$ cat config.mk
export PLATFORM = sky130hd
export DESIGN_NAME = root_sched_flat
export DESIGN_NICKNAME = d
export VERILOG_FILES = /design/src/rtl/root_pkg.sv /design/src/rtl/root_sched_if.sv /design/src/rtl/root_iter_core.sv /design/src/rtl/root_sched.sv /design/src/flat_wrapper.sv
export SDC_FILE = /design/constraint.sdc
export NUM_CORES = 2
export LEC_CHECK = 0
export CAP_MARGIN = 5
export CORE_MARGIN = 2
export CORE_UTILIZATION = 40
export CTS_CLUSTER_SIZE = 25
export DETAILED_ROUTE_END_ITERATION = 7
export MAX_ROUTING_LAYER = met4
export PLACE_DENSITY_LB_ADDON = 0.1
export SETUP_SLACK_MARGIN = 0.15
export SYNTH_ARGS = -nofsm -noshare
export SYNTH_HDL_FRONTEND = slang
export SYNTH_HIERARCHICAL = 1
export SYNTH_SLANG_ARGS = --single-unit
$ cat constraint.sdc
create_clock -name clk -period 33.1 [get_ports clk]
set_input_delay 6.62 -clock clk [delete_from_list [all_inputs] [get_ports clk]]
set_output_delay 6.62 -clock clk [all_outputs]
set_load 0.1 [all_outputs]
$ cat src/rtl/root_pkg.sv
// Shared types and helpers for the arbitrated integer root engine.
package root_pkg;

   typedef enum logic [1:0] {
      IDLE = 2'd0,
      CALC = 2'd1,
      DONE = 2'd2
   } state_t;

   localparam logic MODE_SQ = 1'b0;
   localparam logic MODE_CB = 1'b1;

   // Number of result bits the engine resolves for an operand of the given width.
   function automatic int unsigned root_width(input logic mode, input int unsigned width);
      return (mode == MODE_CB) ? (width + 2) / 3 : width / 2;
   endfunction

endpackage

$ cat src/rtl/root_sched_if.sv
// Request/response bundle between the requesters plus consumer (master) and the scheduler (slave).
interface root_sched_if #(
   parameter int WIDTH = 32,
   parameter int NREQ  = 2
);
   localparam int IDW = (NREQ > 1) ? $clog2(NREQ) : 1;

   logic [NREQ-1:0]       req_valid;
   logic [NREQ-1:0]       req_ready;
   logic [NREQ-1:0]       req_mode;
   logic [NREQ*WIDTH-1:0] req_num;
   logic                  rsp_valid;
   logic                  rsp_ready;
   logic [IDW-1:0]        rsp_id;
   logic                  rsp_mode;
   logic [WIDTH-1:0]      rsp_root;

   modport master (
      output req_valid, req_mode, req_num, rsp_ready,
      input  req_ready, rsp_valid, rsp_id, rsp_mode, rsp_root
   );

   modport slave (
      input  req_valid, req_mode, req_num, rsp_ready,
      output req_ready, rsp_valid, rsp_id, rsp_mode, rsp_root
   );
endinterface

$ cat src/rtl/root_iter_core.sv
// Bit-serial floor square/cube root: resolves one result bit per cycle, MSB first.
module root_iter_core
   import root_pkg::*;
#(
   parameter int WIDTH = 32,
   parameter int SQ_W  = 16,
   parameter int CB_W  = 11
) (
   input  logic             clk,
   input  logic             rst_n,
   input  logic             start,
   input  logic             mode,
   input  logic [WIDTH-1:0] num,
   output logic             done,
   output logic [WIDTH-1:0] root
);
   localparam int RW  = (SQ_W > CB_W) ? SQ_W : CB_W;
   localparam int KW  = (RW > 1) ? $clog2(RW) : 1;
   localparam int PW0 = (2 * SQ_W > 3 * CB_W) ? 2 * SQ_W : 3 * CB_W;
   localparam int PW  = (PW0 > WIDTH) ? PW0 : WIDTH;

   logic [RW-1:0]    res;
   logic [RW-1:0]    cand;
   logic [KW-1:0]    k;
   logic             active;
   logic             mode_q;
   logic [WIDTH-1:0] num_q;
   logic [PW-1:0]    cand_ext;
   logic [PW-1:0]    num_ext;
   logic [PW-1:0]    prod;

   // cand never exceeds the mode's result width, so the PW-wide product cannot overflow.
   always_comb begin
      cand     = res | (RW'(1) << k);
      cand_ext = PW'(cand);
      num_ext  = PW'(num_q);
      prod     = (mode_q == MODE_CB) ? cand_ext * cand_ext * cand_ext
                                     : cand_ext * cand_ext;
   end

   always_ff @(posedge clk or negedge rst_n) begin
      if (!rst_n) begin
         res    <= '0;
         k      <= '0;
         active <= 1'b0;
         done   <= 1'b0;
         mode_q <= 1'b0;
         num_q  <= '0;
      end else begin
         done <= 1'b0;
         if (start) begin
            num_q  <= num;
            mode_q <= mode;
            res    <= '0;
            k      <= (mode == MODE_CB) ? KW'(CB_W - 1) : KW'(SQ_W - 1);
            active <= 1'b1;
         end else if (active) begin
            if (prod <= num_ext) res <= cand;
            if (k == '0) begin
               active <= 1'b0;
               done   <= 1'b1;
            end else begin
               k <= k - 1'b1;
            end
         end
      end
   end

   assign root = WIDTH'(res);

endmodule

$ cat src/rtl/root_sched.sv
// Round-robin front end sharing one bit-serial root engine among NREQ requesters.
//   state | meaning
//   IDLE  | searching for a requester from rr_ptr; grantee sees req_ready
//   CALC  | engine resolving result bits; waits for its done pulse
//   DONE  | response held on rsp_* until the consumer takes it
module root_sched
   import root_pkg::*;
#(
   parameter int WIDTH = 32,
   parameter int NREQ  = 2,
   parameter int SQ_W  = int'(root_width(MODE_SQ, WIDTH)),
   parameter int CB_W  = int'(root_width(MODE_CB, WIDTH))
) (
   input  logic        clk,
   input  logic        rst_n,
   root_sched_if.slave bus,
   output logic        busy
);
   localparam int IDW = (NREQ > 1) ? $clog2(NREQ) : 1;

   state_t           state;
   state_t           state_nx;
   logic [IDW-1:0]   rr_ptr;
   logic [IDW-1:0]   gnt_idx;
   logic [IDW-1:0]   scan;
   logic [IDW-1:0]   cur_id;
   logic             gnt_found;
   logic             start;
   logic             cur_mode;
   logic             core_done;
   logic [WIDTH-1:0] core_root;
   logic [WIDTH-1:0] num_arr [NREQ];

   for (genvar gi = 0; gi < NREQ; gi++) begin : g_num
      assign num_arr[gi] = bus.req_num[gi*WIDTH +: WIDTH];
   end

   always_comb begin
      gnt_found = 1'b0;
      gnt_idx   = '0;
      scan      = '0;
      for (int i = 0; i < NREQ; i++) begin
         scan = IDW'((int'(rr_ptr) + i) % NREQ);
         if (!gnt_found && bus.req_valid[scan]) begin
            gnt_found = 1'b1;
            gnt_idx   = scan;
         end
      end
   end

   always_ff @(posedge clk or negedge rst_n) begin
      if (!rst_n) state <= IDLE;
      else        state <= state_nx;
   end

   always_comb begin
      state_nx      = state;
      start         = 1'b0;
      bus.req_ready = '0;
      unique case (state)
         IDLE: begin
            if (gnt_found) begin
               bus.req_ready[gnt_idx] = 1'b1;
               start                  = 1'b1;
               state_nx               = CALC;
            end
         end
         CALC:    if (core_done)     state_nx = DONE;
         DONE:    if (bus.rsp_ready) state_nx = IDLE;
         default: state_nx = IDLE;
      endcase
   end

   // rsp_root/id/mode keep their last value after the handshake; only rsp_valid drops.
   always_ff @(posedge clk or negedge rst_n) begin
      if (!rst_n) begin
         rr_ptr        <= '0;
         cur_id        <= '0;
         cur_mode      <= 1'b0;
         bus.rsp_valid <= 1'b0;
         bus.rsp_id    <= '0;
         bus.rsp_mode  <= 1'b0;
         bus.rsp_root  <= '0;
      end else begin
         if (start) begin
            rr_ptr   <= IDW'((int'(gnt_idx) + 1) % NREQ);
            cur_id   <= gnt_idx;
            cur_mode <= bus.req_mode[gnt_idx];
         end
         if (state == CALC && core_done) begin
            bus.rsp_valid <= 1'b1;
            bus.rsp_id    <= cur_id;
            bus.rsp_mode  <= cur_mode;
            bus.rsp_root  <= core_root;
         end else if (state == DONE && bus.rsp_ready) begin
            bus.rsp_valid <= 1'b0;
         end
      end
   end

   assign busy = (state != IDLE);

   root_iter_core #(
      .WIDTH (WIDTH),
      .SQ_W  (SQ_W),
      .CB_W  (CB_W)
   ) u_core (
      .clk   (clk),
      .rst_n (rst_n),
      .start (start),
      .mode  (bus.req_mode[gnt_idx]),
      .num   (num_arr[gnt_idx]),
      .done  (core_done),
      .root  (core_root)
   );

endmodule

$ cat src/flat_wrapper.sv
// flat-port wrapper written by rule: the top's interface ports become plain ports
module root_sched_flat import root_pkg::*;
#(
   parameter int WIDTH = 32,
   parameter int NREQ  = 2,
   parameter int SQ_W  = int'(root_width(MODE_SQ, WIDTH)),
   parameter int CB_W  = int'(root_width(MODE_CB, WIDTH))
)
  (clk, rst_n, busy, bus_req_valid, bus_req_mode, bus_req_num, bus_rsp_ready, bus_req_ready, bus_rsp_valid, bus_rsp_id, bus_rsp_mode, bus_rsp_root);
  root_sched_if #(.WIDTH(WIDTH), .NREQ(NREQ)) bus_i ();
  input  logic clk;
  input  logic rst_n;
  output logic busy;
  input wire logic [$bits(bus_i.req_valid)-1:0] bus_req_valid;
  input wire logic [$bits(bus_i.req_mode)-1:0] bus_req_mode;
  input wire logic [$bits(bus_i.req_num)-1:0] bus_req_num;
  input wire logic [$bits(bus_i.rsp_ready)-1:0] bus_rsp_ready;
  output wire logic [$bits(bus_i.req_ready)-1:0] bus_req_ready;
  output wire logic [$bits(bus_i.rsp_valid)-1:0] bus_rsp_valid;
  output wire logic [$bits(bus_i.rsp_id)-1:0] bus_rsp_id;
  output wire logic [$bits(bus_i.rsp_mode)-1:0] bus_rsp_mode;
  output wire logic [$bits(bus_i.rsp_root)-1:0] bus_rsp_root;
  assign bus_i.req_valid = bus_req_valid;
  assign bus_i.req_mode = bus_req_mode;
  assign bus_i.req_num = bus_req_num;
  assign bus_i.rsp_ready = bus_rsp_ready;
  assign bus_req_ready = bus_i.req_ready;
  assign bus_rsp_valid = bus_i.rsp_valid;
  assign bus_rsp_id = bus_i.rsp_id;
  assign bus_rsp_mode = bus_i.rsp_mode;
  assign bus_rsp_root = bus_i.rsp_root;
  root_sched #(.WIDTH(WIDTH), .NREQ(NREQ), .SQ_W(SQ_W), .CB_W(CB_W)) u_core (.clk(clk), .rst_n(rst_n), .bus(bus_i), .busy(busy));
endmodule
==> qor.yml <==
synth_edf_count: 0
hold_path.class: "register to register"
ys_seq_area_frac: 0.0989
ctsResizeCount: 0
drc_errors: 0
fin_crit_sh: 0.474
critPathMaxStageDelay_ps: 1150
period_needed_ps: 15690
end_kind: "output port"
gp_congestion: 0.858
timing.rr.start: "u_core/u_core/k[2]"
cts-htree-levels: 3
yosys.cell_types.count: 82
grt_pass1_vias: 19100
crit_fanout: 35
core-area_sq_mm: 0.0592
worstSetupPathType: "input port to output port"
hold_viol: 0
ys_top_cells_by_count: "inv_1 (642), fa_1 (465), nand2_1 (386)"
postSynthCellCount: 2719
postCtsHoldBufs: 0
cap_viol_max_count: 0
synthFlopType: "dfrtp_1"
slew-limit-headroom: 0.254
clockRootBuffer: "clkbuf_16"
grt_max_degree: 90
fin_cells: 3569
die_area_sq_mm: 0.0621
setup_violations: 0
cp.required_ps: 26480
skew_ps: 8.56
n_antenna_cell: 0
yosysTopAreaCellShare: 0.387
fin_util: 0.444
die_h_microns: 249
ys_warn_count: 6
placed_area_sq_mm: 0.0260
critical-path-top-delay-family: "buffers and inverters"
drt_first_pass_iters: 5
dp_cells: 3553
timing.fmax_ghz: 0.0638
postCtsSetupBuffers: 0
grt_pass1_wl_microns: 111000
hpwl_microns: 55100
slew_violations: 0
rr_endpoint: "u_core/u_core/res[14]"
area_delta_synth_final_pct: 9.33
boundaryPins: 109
portBuffers: 108
cp-start-kind: "input port"
antenna_found_initial: 0
status: "completed"
row_count: 89
wl_microns: 70900
grt-ovfl-total: 0
drtAntennaViolNets: 0
synth.area.top_cells: "fa_1 (39%), ha_1 (11%), inv_1 (10%), dfrtp_1 (9.9%), nand2_1 (6.0%)"
num_vias: 18200
arrival_ps: 9070
worstPathCellList: "clkdlybuf4s50_1 -> nand2_2 -> nor2_1 -> clkdlybuf4s50_1"
design_area_sq_mm: 0.0263
n_fill_cell: 5932
critPathSlowestCell: "clkdlybuf4s50_1"
ys_ff_latch: 95
yosysMostFrequentCell: "inv_1"
post_route_cells_drive_above_1_share: 0.0740
clockBufferDepth: 2
worst_pin_slew_ps: 1110
initial_core_util: 0.406
numCtsBuffers: 9
worstHoldStart: "u_core/bus.rsp_root[26]"
grt_setup_unrepaired: "false"
synth_area_sq_mm: 0.0240
layout.nets: 3531
clkTransAtPathRegs_ps: 70
rrSetupSlack_ps: 17550
setup_tns_ps: 0
fp.dieW_microns: 249
min_delay_path_depth: 1
path_buf_inv: 2
synth.avg_cell_area_sq_um: 8.84
routed_via_density: 5.11
synth.largest_area_cell: "fa_1"
clk_latency_ps: 360
critPathMostFrequentCell: "clkdlybuf4s50_1"
drt_iter0_drc: 1145
async_reset_ff_frac: 1.00
track_usage: 0.242
tritoncts: "done"
clock-sinks: 95
holdPathEnd: "u_core/bus.rsp_root[26]"
wl_per_cell_microns: 19.9
r2r_cells: 60
## worst reg2reg max path: cells and delay by family, from the launching register on
family	cells	cell delay [ps]
buf+inv	13	1820
compound gates	17	4130
fa+ha+maj	15	6370
simple gates	12	2060
mux	1	260
xor+xnor	2	250
flops	1	550
## cells in the final DEF, fill, tap and decap left out, drive strengths merged, types with 3 or more instances in the layout
| cell type | n |
|---|---|
| clkdlybuf4s50 | 107 |
| buf | 61 |
| inv | 645 |
| nor2b | 10 |
| a31o | 3 |
| a31oi | 11 |
| o21a | 15 |
| dfrtp | 95 |
| a211o | 4 |
| nand4 | 11 |
| nand2b | 18 |
| fa | 465 |
| nand2 | 388 |
| o21ai | 87 |
| nor4 | 4 |
| clkinv | 7 |
| clkbuf | 9 |
| o22ai | 17 |
| xor2 | 33 |
| or2 | 8 |
| ha | 204 |
| nor2 | 229 |
| conb | 18 |
| a21o | 46 |
| a21oi | 66 |
| o21bai | 5 |
| mux2 | 73 |
| nor3 | 8 |
| o211ai | 7 |
| a211oi | 4 |
| and3 | 5 |
| nand3 | 20 |
| and2 | 15 |
| xnor3 | 5 |
| xnor2 | 64 |
## kinds of logic (layout without fill, tap and decap cells)
group | Yosys count | after routing | share of synthesized area
AOI/OAI and AO/OA | 283 | 283 | 0.0775
xor gates and xnor gates | 102 | 102 | 0.0415
adders and majority gates | 669 | 669 | 0.494
buffers and inverters | 770 | 830 | 0.129
DFF | 95 | 95 | 0.0989
muxes | 74 | 74 | 0.0348
other | 1 | 18 | 0.000156
and+or+nand+nor | 725 | 725 | 0.125
## state kept, by name (all words and copies together) (netlist names)
| signal | count |
|---|---|
| u_core/u_core/active | 1 |
| u_core/state | 2 |
| u_core/u_core/done | 1 |
| u_core/u_core/num_q | 32 |
| u_core/u_core/k | 4 |
| u_core/rr_ptr | 1 |
| u_core/u_core/res | 16 |
| u_core/cur_id | 1 |
| u_core/cur_mode | 1 |
| u_core/bus.rsp_root | 32 |
| u_core/bus.rsp_id | 1 |
| u_core/u_core/mode_q | 1 |
| u_core/bus.rsp_mode | 1 |
| u_core/bus.rsp_valid | 1 |
## layout make-up
class	instances	area, sq um	share of cell area
multi-input combinational	1871	18700	0.711
inverter	646	2430	0.0925
sequential	95	2380	0.0905
timing repair buffer	168	1530	0.0582
tap	773	967	0.0368
clock buffer	9	225	0.00857
clock inverter	7	66.3	0.00252
## routing by layer
metal | share of wire | vias up | global-route usage
met4 | 0.028 | 0 | 0.0627
met3 | 0.056 | 99 | 0.0319
li1 | - | 8276 | -
met2 | 0.50 | 477 | 0.405
met5 | 0 | - | -
met1 | 0.42 | 9371 | 0.312
## through the flow
stage                     hold WS (ps)  setup slack, ps
final                              508            17410
after global routing               534            16400
after CTS                          509            17390
after detailed placement           492            17400
after global placement             479            17420
after floorplan                    470            18090
## worst max path at each step
stage                                   from              endpoint  slack [ps]  cells past startpoint
after floorplan             bus_req_valid[0]      bus_req_ready[0]       18090                      3
after global placement      bus_req_valid[1]      bus_req_ready[1]       17420                      4
after detailed placement    bus_req_valid[1]      bus_req_ready[1]       17400                      4
after CTS                   bus_req_valid[1]      bus_req_ready[1]       17390                      4
after global routing      u_core/u_core/k[2]  u_core/u_core/res[0]       16400                     60
final                       bus_req_valid[1]      bus_req_ready[1]       17410                      4
Power is not shown: default switching activity piles up to over one toggle a cycle in this logic, so the estimate is an artifact.
